<file path="src/rtl/maxpool_2x2_stream.sv">
`default_nettype none
// ============================================================================
// Module   : maxpool_2x2_stream
// Brief    : Streaming 2x2 stride-2 signed max-pool over a raster pixel stream,
//            using a half-width line buffer for the even-row pair maxima.
// Revision : 1.0 - initial release
// ============================================================================
module maxpool_2x2_stream #(
    parameter int DATA_W = 16,
    parameter int IMG_W  = 28,
    parameter int IMG_H  = 28
) (
    input  logic              clk,
    input  logic              rst_n,
    input  logic              din_valid,
    input  logic [DATA_W-1:0] din,
    output logic              dout_valid,
    output logic [DATA_W-1:0] dout,
    output logic              frame_done
);

    localparam int c_COL_W = (IMG_W > 2) ? $clog2(IMG_W) : 1;
    localparam int c_ROW_W = (IMG_H > 2) ? $clog2(IMG_H) : 1;
    localparam int c_HALF  = IMG_W / 2;
    localparam int c_IDX_W = (c_HALF > 1) ? $clog2(c_HALF) : 1;

    logic [c_COL_W-1:0] r_col;
    logic [c_ROW_W-1:0] r_row;
    logic [DATA_W-1:0]  r_h;
    logic [DATA_W-1:0]  r_lb [c_HALF];
    logic [DATA_W-1:0]  r_dout;
    logic               r_dv;
    logic               r_fd;

    logic               w_col_last;
    logic               w_row_last;
    logic               w_emit;
    logic [c_IDX_W-1:0] w_idx;
    logic [DATA_W-1:0]  w_pair;
    logic [DATA_W-1:0]  w_lb_rd;
    logic [DATA_W-1:0]  w_pool;

    assign w_col_last = (r_col == c_COL_W'(IMG_W - 1));
    assign w_row_last = (r_row == c_ROW_W'(IMG_H - 1));
    // Odd column of an odd row closes a 2x2 window.
    assign w_emit     = r_col[0] & r_row[0];
    assign w_idx      = c_IDX_W'(r_col >> 1);
    assign w_lb_rd    = r_lb[w_idx];
    assign w_pair     = ($signed(r_h) > $signed(din)) ? r_h : din;
    assign w_pool     = ($signed(w_lb_rd) > $signed(w_pair)) ? w_lb_rd : w_pair;

    always_ff @(posedge clk or negedge rst_n) begin
        if (!rst_n) begin
            r_col  <= '0;
            r_row  <= '0;
            r_dout <= '0;
            r_dv   <= 1'b0;
            r_fd   <= 1'b0;
        end else begin
            r_dv <= 1'b0;
            r_fd <= 1'b0;
            if (din_valid) begin
                if (w_col_last) begin
                    r_col <= '0;
                    r_row <= w_row_last ? '0 : r_row + 1'b1;
                end else begin
                    r_col <= r_col + 1'b1;
                end
                if (w_emit) begin
                    r_dout <= w_pool;
                    r_dv   <= 1'b1;
                    r_fd   <= w_row_last & w_col_last;
                end
            end
        end
    end

    // Pixel datapath storage needs no reset: every slot is written before use.
    always_ff @(posedge clk) begin
        if (din_valid && !r_col[0]) begin
            r_h <= din;
        end
    end

    always_ff @(posedge clk) begin
        if (din_valid && r_col[0] && !r_row[0]) begin
            r_lb[w_idx] <= w_pair;
        end
    end

    assign dout       = r_dout;
    assign dout_valid = r_dv;
    assign frame_done = r_fd;

endmodule
`default_nettype wire

</file>
<file path="config.mk">
export PLATFORM = sky130hd
export DESIGN_NAME = maxpool_2x2_stream
export DESIGN_NICKNAME = d
export VERILOG_FILES = /design/src/rtl/maxpool_2x2_stream.sv
export SDC_FILE = /design/constraint.sdc
export NUM_CORES = 1
export LEC_CHECK = 0
export ABC_AREA = 1
export CAP_MARGIN = 10
export CORE_ASPECT_RATIO = 1.1
export CORE_MARGIN = 3
export CORE_UTILIZATION = 64
export DETAILED_ROUTE_END_ITERATION = 10
export DONT_BUFFER_PORTS = 1
export GPL_ROUTABILITY_DRIVEN = 0
export PLACE_DENSITY = 0.8
export SLEW_MARGIN = 20
export SYNTH_ARGS = -nofsm -noshare
export SYNTH_HDL_FRONTEND = slang
export SYNTH_SLANG_ARGS = --single-unit
</file>
<file path="constraint.sdc">
create_clock -name clk -period 3.7 [get_ports clk]
set_input_delay 0 -clock clk [delete_from_list [all_inputs] [get_ports clk]]
set_output_delay 0 -clock clk [all_outputs]
set_load 0.05 [all_outputs]
</file>
* Yosys cells after proc, flatten, opt, wreduce, memory -nomap -nowiden
Memories as Yosys holds them, arrays and structs flattened. Cells that the tools add are included.
Cells by class: div/mod/pow operators 0, muxes and demuxes 10, shift operators 0, reduce and logical (&&, ||, !) cells 7, $mul 0, equality and inequality tests 2, bitwise operators 2, add/subtract/negate cells 2, magnitude comparators 2
Operators with widths (number):
- greater-than comparator 16 bit | 2
- 2-to-1 mux 16 bit | 2
- adder 5 x 1 -> 5 bit, second input constant | 2
- equality test 5 bit, second input constant | 2
- 2-to-1 mux 5 bit | 2
- 2-to-1 mux 1 bit | 6
- AND reduction 2 bit | 2
- logical AND 1 bit | 3
- bitwise AND 1 bit | 2
- logical NOT 1 bit | 2
Word-level totals: bits in latches 0, bits in writable memories 224, bits in read-only memories 0, bits in registers 44, memories kept 1
Memory list:
- r_lb | depth 14, bits a word 16, read ports 1, clocked after Yosys merged registers in 0, write ports 1, line 30 | logic [DATA_W-1:0] r_lb [c_HALF];

* Longest topological paths before layout
Gate-level depths: netlist of the first run.
word-level depth 4, mapped depth 32, mapped depth without buffers 31

* Worst setup path after synthesis of the first run
No wires, ideal clock.
path kind register -> register, start point register r_h[15], end point register r_dout[0] (netlist: dout[0]), data required time 3.582 ns, stages on the path, launching flop included 23, library setup time 0.118 ns, buffers on the path 2, path slack 0.310 ns, data arrival time 3.272 ns, cells stage by stage edfxtp_1 ha_1 a21oi_1 o21ai_0 a21oi_2 nand3_2 nand3_4 buf_6 nand2_2 nand2_1 inv_1 ha_1 a21oi_1 o21ai_0 a21oi_1 nand2_1 nand2_2 buf_4 nand4_1 nand2_1 inv_1 nand2_1 nand2_1
On the way: cells in the longest elaborated chain, start to end 4
Ends and longest elaborated chain:
- start, declared | line 29 | logic [DATA_W-1:0] r_h;
- start signal, assigned | line 81 | r_h <= din;
- greater-than comparator 16 bit | line 49 | assign w_pair = ($signed(r_h) > $signed(din)) ? r_h : din;
- 2-to-1 mux 16 bit (*) | line 49
- via w_pair[15] | line 39 | logic [DATA_W-1:0] w_pair;
- greater-than comparator 16 bit (*) | line 50 | assign w_pool = ($signed(w_lb_rd) > $signed(w_pair)) ? w_lb_rd : w_pair;
- 2-to-1 mux 16 bit (*) | line 50
- end signal, assigned | line 70 | r_dout <= w_pool;
- end, declared | line 31 | logic [DATA_W-1:0] r_dout;
Mark *: on every way through the listed nets, which the timed path passes. The rest lies on a longest branch. A chain may end at the register's enable or synchronous reset.

* Worst setup path after layout of the first run
start point register r_h[14], end point register r_dout[11] (netlist: dout[11])
On the way: cells in the longest elaborated chain, start to end 4
Ends and longest elaborated chain (line):
- greater-than comparator 16 bit | 49
- 2-to-1 mux 16 bit | 49
- via w_pair[10] | 39
- greater-than comparator 16 bit | 50
- 2-to-1 mux 16 bit | 50
The timed path passes the listed nets, and every way through them passes these cells.

==> results of run 1 <==
[layout make-up]
cell class | count | area [um2]
Clock buffer | 29 | 683
Clock inverter | 20 | 173
Fill cell | 989 | 3910
Inverter | 94 | 353
Multi-Input combinational cell | 714 | 3820
Sequential cell | 268 | 7910
Tap cell | 238 | 298
Timing Repair Buffer | 99 | 910
[per-stage QoR]
step | power, mW | cell area (um2) | instances
after global placement | 7.84 | 12500 | 1362
after global routing | 12.4 | 14100 | 1462
final | 12.0 | 14100 | 1462
after CTS | 10.9 | 13600 | 1435
after floorplan | 6.93 | 12000 | 1111
after detailed placement | 8.03 | 12500 | 1362
[critical path: cells and delay by family, from the launching register on]
family / cells / cell delay (ns)
buffers and inverters: 5 / 0.58
and+or+nand+nor: 16 / 2.38
DFF: 1 / 0.45
adders and majority gates: 2 / 0.69
[timing repair]
item | in CTS | in global routing
buffers inserted | 2 | 23
endpoints found under the hold margin | 296 | 0
pin swaps | 2 | 23
hold buffers | 21 | 0
resized for setup | 5 | 60
cloned | 1 | 4
setup endpoints to repair | 16 | 16
[layout by cell type, fill, tap and decap left out, types with 15 or more instances in the layout]
cell type and count:
dlygate4sd3_1 19, nor2_1 49, nand2_1 390, clkbuf_16 28, nand2_2 25, edfxtp_1 240
a21oi_1 30, dfrtp_1 27, nand3_1 16, buf_4 68, inv_1 88, ha_1 25
o21ai_1 15, o21ai_0 20, nor2_2 19, nand4_1 66
[sequential cells by signal, summed over array words and instances (netlist names)]
register and count:
dout 16, r_row 5, r_col 5, frame_done 1, r_h 16, dout_valid 1
r_lb 224
[final timing paths]
kind                                      startpoint                   end  slack, ns  cells past startpoint
worst min register to register  r_col[0]$_DFFE_PN0P_  r_col[0]$_DFFE_PN0P_       0.54                      1
max in group asynchronous                      rst_n  r_col[1]$_DFFE_PN0P_       2.86                      4
worst max-delay path               r_h[14]$_DFFE_PP_  dout[11]$_DFFE_PN0P_      -0.49                     23
worst min-delay path                          din[4]      r_h[4]$_DFFE_PP_       0.11                      1
min in group asynchronous                      rst_n   dout[9]$_DFFE_PN0P_       0.64                      4
worst max register to register     r_h[14]$_DFFE_PP_  dout[11]$_DFFE_PN0P_      -0.49                     23
[routing by layer]
layer  vias to the layer above  wire, um  global-route usage, %
met5                         -         0                      0
met4                         0      2420                   10.2
met3                       251      4070                   4.81
met2                       786     16400                   50.8
met1                      4413     11800                   40.2
li1                       3969         -                      -
[logic make-up (layout without fill, tap and decap cells)]
kind of cell / Yosys count / count (layout) / share of synthesized area (%)
flops: 268 / 268 / 66.0
compound gates: 76 / 76 / 3.39
fa+ha+maj: 34 / 34 / 3.55
simple gates: 600 / 604 / 22.1
buf+inv: 133 / 242 / 5.03
[power breakdown]
group	leakage [nW]	total (mW)	switching, mW	internal (mW)
Clock	0.424	2.69	1.15	1.54
Sequential	2.53	4.11	0.480	3.63
Combinational	2.88	5.19	3.56	1.64
==> results.cfg, run 1 <==
[status]
status = complete, but fails checks
violations = setup timing

[layout]
finish.utilization_pct = 78.3
area_growth_pct = 18.0
drive_gt1_share_pct = 17.3
diodes = 0
nets = 1257

[sta]
finalMaxSlewViolations = 0
clock.fmax_mhz = 239
hold_viol_final = 0
whs_ns = 0.111
fin_ws_ns = -0.489
setup_viol = 16
min_period_ns = 4.19
tightest_slew_ns = 0.956
finalClockSkew_ns = 0.0297
period_share_pct = 113
slew_headroom_pct = 36.2
fin_tns_setup_ns = -4.75

[power_and_ir_drop]
cellLeakagePower_nw = 5.83
power_density_nw_per_um2 = 848
vdd_drop_max_mv = 1.04

[synthesis]
ys_ff_latch = 268
synth_edf_count = 240
yosysSeqAreaShare_pct = 66.0
yosysTopAreaCell = edfxtp_1
synth_top_area_share_pct = 60.1
async_flop_share_pct = 10.4
netlist_area_um2 = 12000
synth_cell_types = 34
synth_common_cells = nand2_1 (406), edfxtp_1 (240), inv_1 (90), nand4_1 (66), nor2_1 (51)
syn_inst = 1111
syn_area_per_cell_um2 = 10.8
ys_top_cells_by_area = edfxtp_1 (60%), nand2_1 (13%), dfrtp_1 (5.8%)
ys.flop_type = edfxtp_1
post-synth-top-count-cell = nand2_1
synth_fp_nets = 1164
synth_warnings = 0

[routing]
drt.antenna.violating_nets = 0
viasPerCell = 6.44
first_iter_violations = 1735
drt_drc_violations_left = 0
wl_per_cell_um = 23.8
dr_total_vias = 9419
drtPass1Iterations = 6
routed_wl_mm = 34.8

[worst_setup_path]
crit_slowest_cell = edfxtp_1
cp_max_fo = 12
cp.required_ns = 4.19
crit_chain = ha_1 > nand2_2 > nor3_4 > nand2_4 > nand3_4 > buf_8 > nand4_1 > nand2_2 > inv_1 > ha_1 > nand2_1 > inv_2 > nand3_2 > nor3_4 > nand2_4 > nand2_8 > buf_4 > nand2_4 > nand4_1 > nand2_1 > inv_1 > nand2_1 > nand2_1
critPathLaunchType = flip-flop
endpoint_kind = flip-flop
path_class = reg2reg
max_stage_delay_ns = 0.45
cp_common_cell = nand2_1
worstPathArrival_ns = 4.68

[grt]
grt_use_total_pct = 30.1
grt_antenna_before_repair = 0
grt_max_degree = 49
grt_pass1_vias = 8669
grt_pass1_wl_mm = 46.5
grt-ovfl-total = 0

[clock_tree]
cts_tree = done
path_clk_slew_ns = 0.07
cts_buffer_depth = 3
cts.sinks = 268
h-tree-depth = 1
clock_latency_ns = 0.56
cts_buffers = 27
cts_root_buffer = clkbuf_16

[place]
dp_hpwl_mm = 18.1
io_buffers = 0
pre_cts_ws_ns = -0.0352

[run]
cap_violations = 0

[floorplan]
core_um2 = 18100
die_height_um = 150
dieWidth_um = 136
rows = 51
die_area_um2 = 20400
start_util_pct = 66.4
io_pins = 37

[min_path]
hold_path.class = in2reg
Power figures use the tool's default switching activity.
==> run 2, diff against run 1 <==
--- a/config.mk
+++ b/config.mk
@@ -6,14 +6,14 @@
 export NUM_CORES = 1
 export LEC_CHECK = 0
 export ABC_AREA = 1
+export BUFFER_PORTS_ARGS = -buffer_cell sky130_fd_sc_hd__clkbuf_2
 export CAP_MARGIN = 10
 export CORE_ASPECT_RATIO = 1.1
 export CORE_MARGIN = 3
-export CORE_UTILIZATION = 64
+export CORE_UTILIZATION = 56
 export DETAILED_ROUTE_END_ITERATION = 10
-export DONT_BUFFER_PORTS = 1
 export GPL_ROUTABILITY_DRIVEN = 0
-export PLACE_DENSITY = 0.8
+export PLACE_DENSITY = 0.76
 export SLEW_MARGIN = 20
 export SYNTH_ARGS = -nofsm -noshare
 export SYNTH_HDL_FRONTEND = slang
==> constraint.sdc (replaced) <==
create_clock -name clk -period 3.8 [get_ports clk]
set_input_delay 0 -clock clk [delete_from_list [all_inputs] [get_ports clk]]
set_output_delay 0 -clock clk [all_outputs]
set_load 0.05 [all_outputs]
==> run 2 against run 1 <==
The flow now finishes without violations. Hold slack worse by 0.056 ns. Clock-buffer cell count is 2 higher. Register-to-register slack better by 0.62 ns. Sequential power is 10% lower. Design area is 1.5% lower. Sequential cell count stayed put. Via count is 10% lower. Setup slack better by 0.62 ns. First-iteration DRC count is 56% lower. Global-route usage is 6.6 points lower. Clock skew is 0.016 ns lower. Critical path type unchanged. Highest routed layer unchanged.
==> results.cfg, run 2 (synthesis results as in run 1) <==
[status]
status = finished clean

[power_and_ir_drop]
swShare_pct = 39.6
power_density_nw_per_um2 = 775
p_seq_share_pct = 34.1
clockPowerShare_pct = 24.6
p_switching_mw = 4.27
cellLeakagePower_nw = 5.82
total_power_mw = 10.8
comb_power_share_pct = 41.3
vdd_drop_max_mv = 0.557
power.internal_mw = 6.52

[sta]
clock.fmax_mhz = 272
slew_headroom_pct = 51.1
hold_viol_final = 0
finalMaxSlewViolations = 0
setup_viol = 0
min_period_ns = 3.67
tightest_slew_ns = 0.734
finalClockSkew_ns = 0.0139
period_share_pct = 96.6

[min_path]
hold_path.class = in2async

[worst_setup_path]
crit_chain = ha_1 > a21oi_1 > nand2_1 > a21oi_2 > nand2_1 > nand2_4 > buf_4 > nand4_1 > nand2_1 > inv_1 > ha_1 > nand2_1 > o21ai_0 > a21oi_2 > nand2_2 > nand2_4 > nand3_4 > nand3_1 > nand2_1 > nand2_1
cp_max_fo = 9
cp.required_ns = 4.28
crit_slowest_cell = edfxtp_1
worstPathArrival_ns = 4.15
critPathLaunchType = flip-flop
cp_common_cell = nand2_1
cp_num_buf_inv = 2
crit_family = simple AND/OR/NAND/NOR gates
endpoint_kind = flip-flop
max_stage_delay_ns = 0.40
path_class = reg2reg

[clock_tree]
path_clk_slew_ns = 0.07
clock_latency_ns = 0.54
cts.sinks = 268
cts_root_buffer = clkbuf_16
cts_buffers = 27
h-tree-depth = 1
cts_buffer_depth = 3
cts_tree = done

[layout]
seqCellArea_um2 = 7910
finish.utilization_pct = 67.0
fillers = 1519
area_growth_pct = 16.2
stdcell_count = 1518
top_register = r_lb
final_common_cell = nand2_1
diodes = 0
drive_gt1_share_pct = 15.7
multi_input_area_um2 = 3580
largest_register_ffs = 224
nets = 1266
mostFrequentLayoutCells = nand2_1 (404), edfxtp_1 (240), inv_1 (90)

[floorplan]
io_pins = 37
rows = 55
core_um2 = 20800
dieWidth_um = 146
die_area_um2 = 23200
die_height_um = 159
start_util_pct = 57.7

[grt]
grt_pass1_wl_mm = 43.6
grt-ovfl-total = 0
grt_pass1_vias = 8267
grt_use_total_pct = 23.5
grt_max_degree = 50
grt_antenna_before_repair = 0

[routing]
drt_drc_violations_left = 0
first_iter_violations = 772
dr_total_vias = 8442
wl_per_cell_um = 18.2
drtPass1Iterations = 5
drt.antenna.violating_nets = 0
routed_wl_mm = 27.7
viasPerCell = 5.56

[place]
dp.cells = 1440
dp_hpwl_mm = 17.2
io_buffers = 36

[run]
cap_violations = 0
[run 2: changes by cell type in the layout (fill, tap and decap cells not counted), moves of 7 or more]
cell / delta
clkbuf_2: +36
ha_1: +8
buf_4: -18
ha_4: -7
nand2_1: +14
nand2_2: -9
[run 2: what timing repair did]
item | 4_1_cts | 5_1_grt
hold buffers | 18 | 0
buffers inserted | 0 | 9
hold endpoints to repair | 67 | 0
resized for setup | 0 | 12
setup endpoints to repair | 0 | 16
[run 2: power groups by stage]
stage / sequential, mW / clock, mW / combinational, mW
2_1_floorplan: 3.97 / 0 / 2.77
3_3_place_gp: 3.73 / 0 / 3.99
3_5_place_dp: 3.73 / 0 / 4.11
4_1_cts: 3.68 / 2.69 / 4.16
5_1_grt: 3.70 / 2.79 / 4.94
6_report: 3.68 / 2.65 / 4.46
[run 2: path summary, 6_finish.rpt]
path | slack (ns) | from | cells after the start | endpoint
max in group asynchronous | 3.27 | rst_n | 2 | dout[11]$_DFFE_PN0P_
min in group clk | 0.23 | din[3] | 2 | r_h[3]$_DFFE_PP_
setup reg to reg | 0.13 | r_h[11]$_DFFE_PP_ | 20 | dout[15]$_DFFE_PN0P_
hold reg to reg | 0.49 | dout[11]$_DFFE_PN0P_ | 2 | dout[11]$_DFFE_PN0P_
setup / recovery | 0.13 | r_h[11]$_DFFE_PP_ | 20 | dout[15]$_DFFE_PN0P_
hold / removal | 0.06 | rst_n | 2 | r_row[3]$_DFFE_PN0P_
[run 2: per-layer routing]
layer	global-route usage, %	share of wire, %
met4	7.21	2.8
met2	41.5	51
met5	0	0
met3	2.96	5.6
met1	30.7	41
[run 2: area by class of cell]
cell class | count | area share, %
Clock inverter | 18 | 1.37
Sequential cell | 268 | 56.8
Multi-Input combinational cell | 712 | 25.7
Tap cell | 285 | 2.56
Inverter | 94 | 2.53
Timing Repair Buffer | 110 | 6.14
Clock buffer | 31 | 4.96
[run 2: metrics by stage]
step                TNS (ns)  instance area (um2)  hold slack, ns  setup slack [ns]
floorplan                  0                12000          -0.296             0.410
global placement           0                12700          0.0873             0.255
detailed placement         0                12700          0.0869            0.0998
CTS                        0                13800          0.0622            0.0628
global route          -0.523                13900           0.130           -0.0462
finish                     0                13900          0.0553             0.129
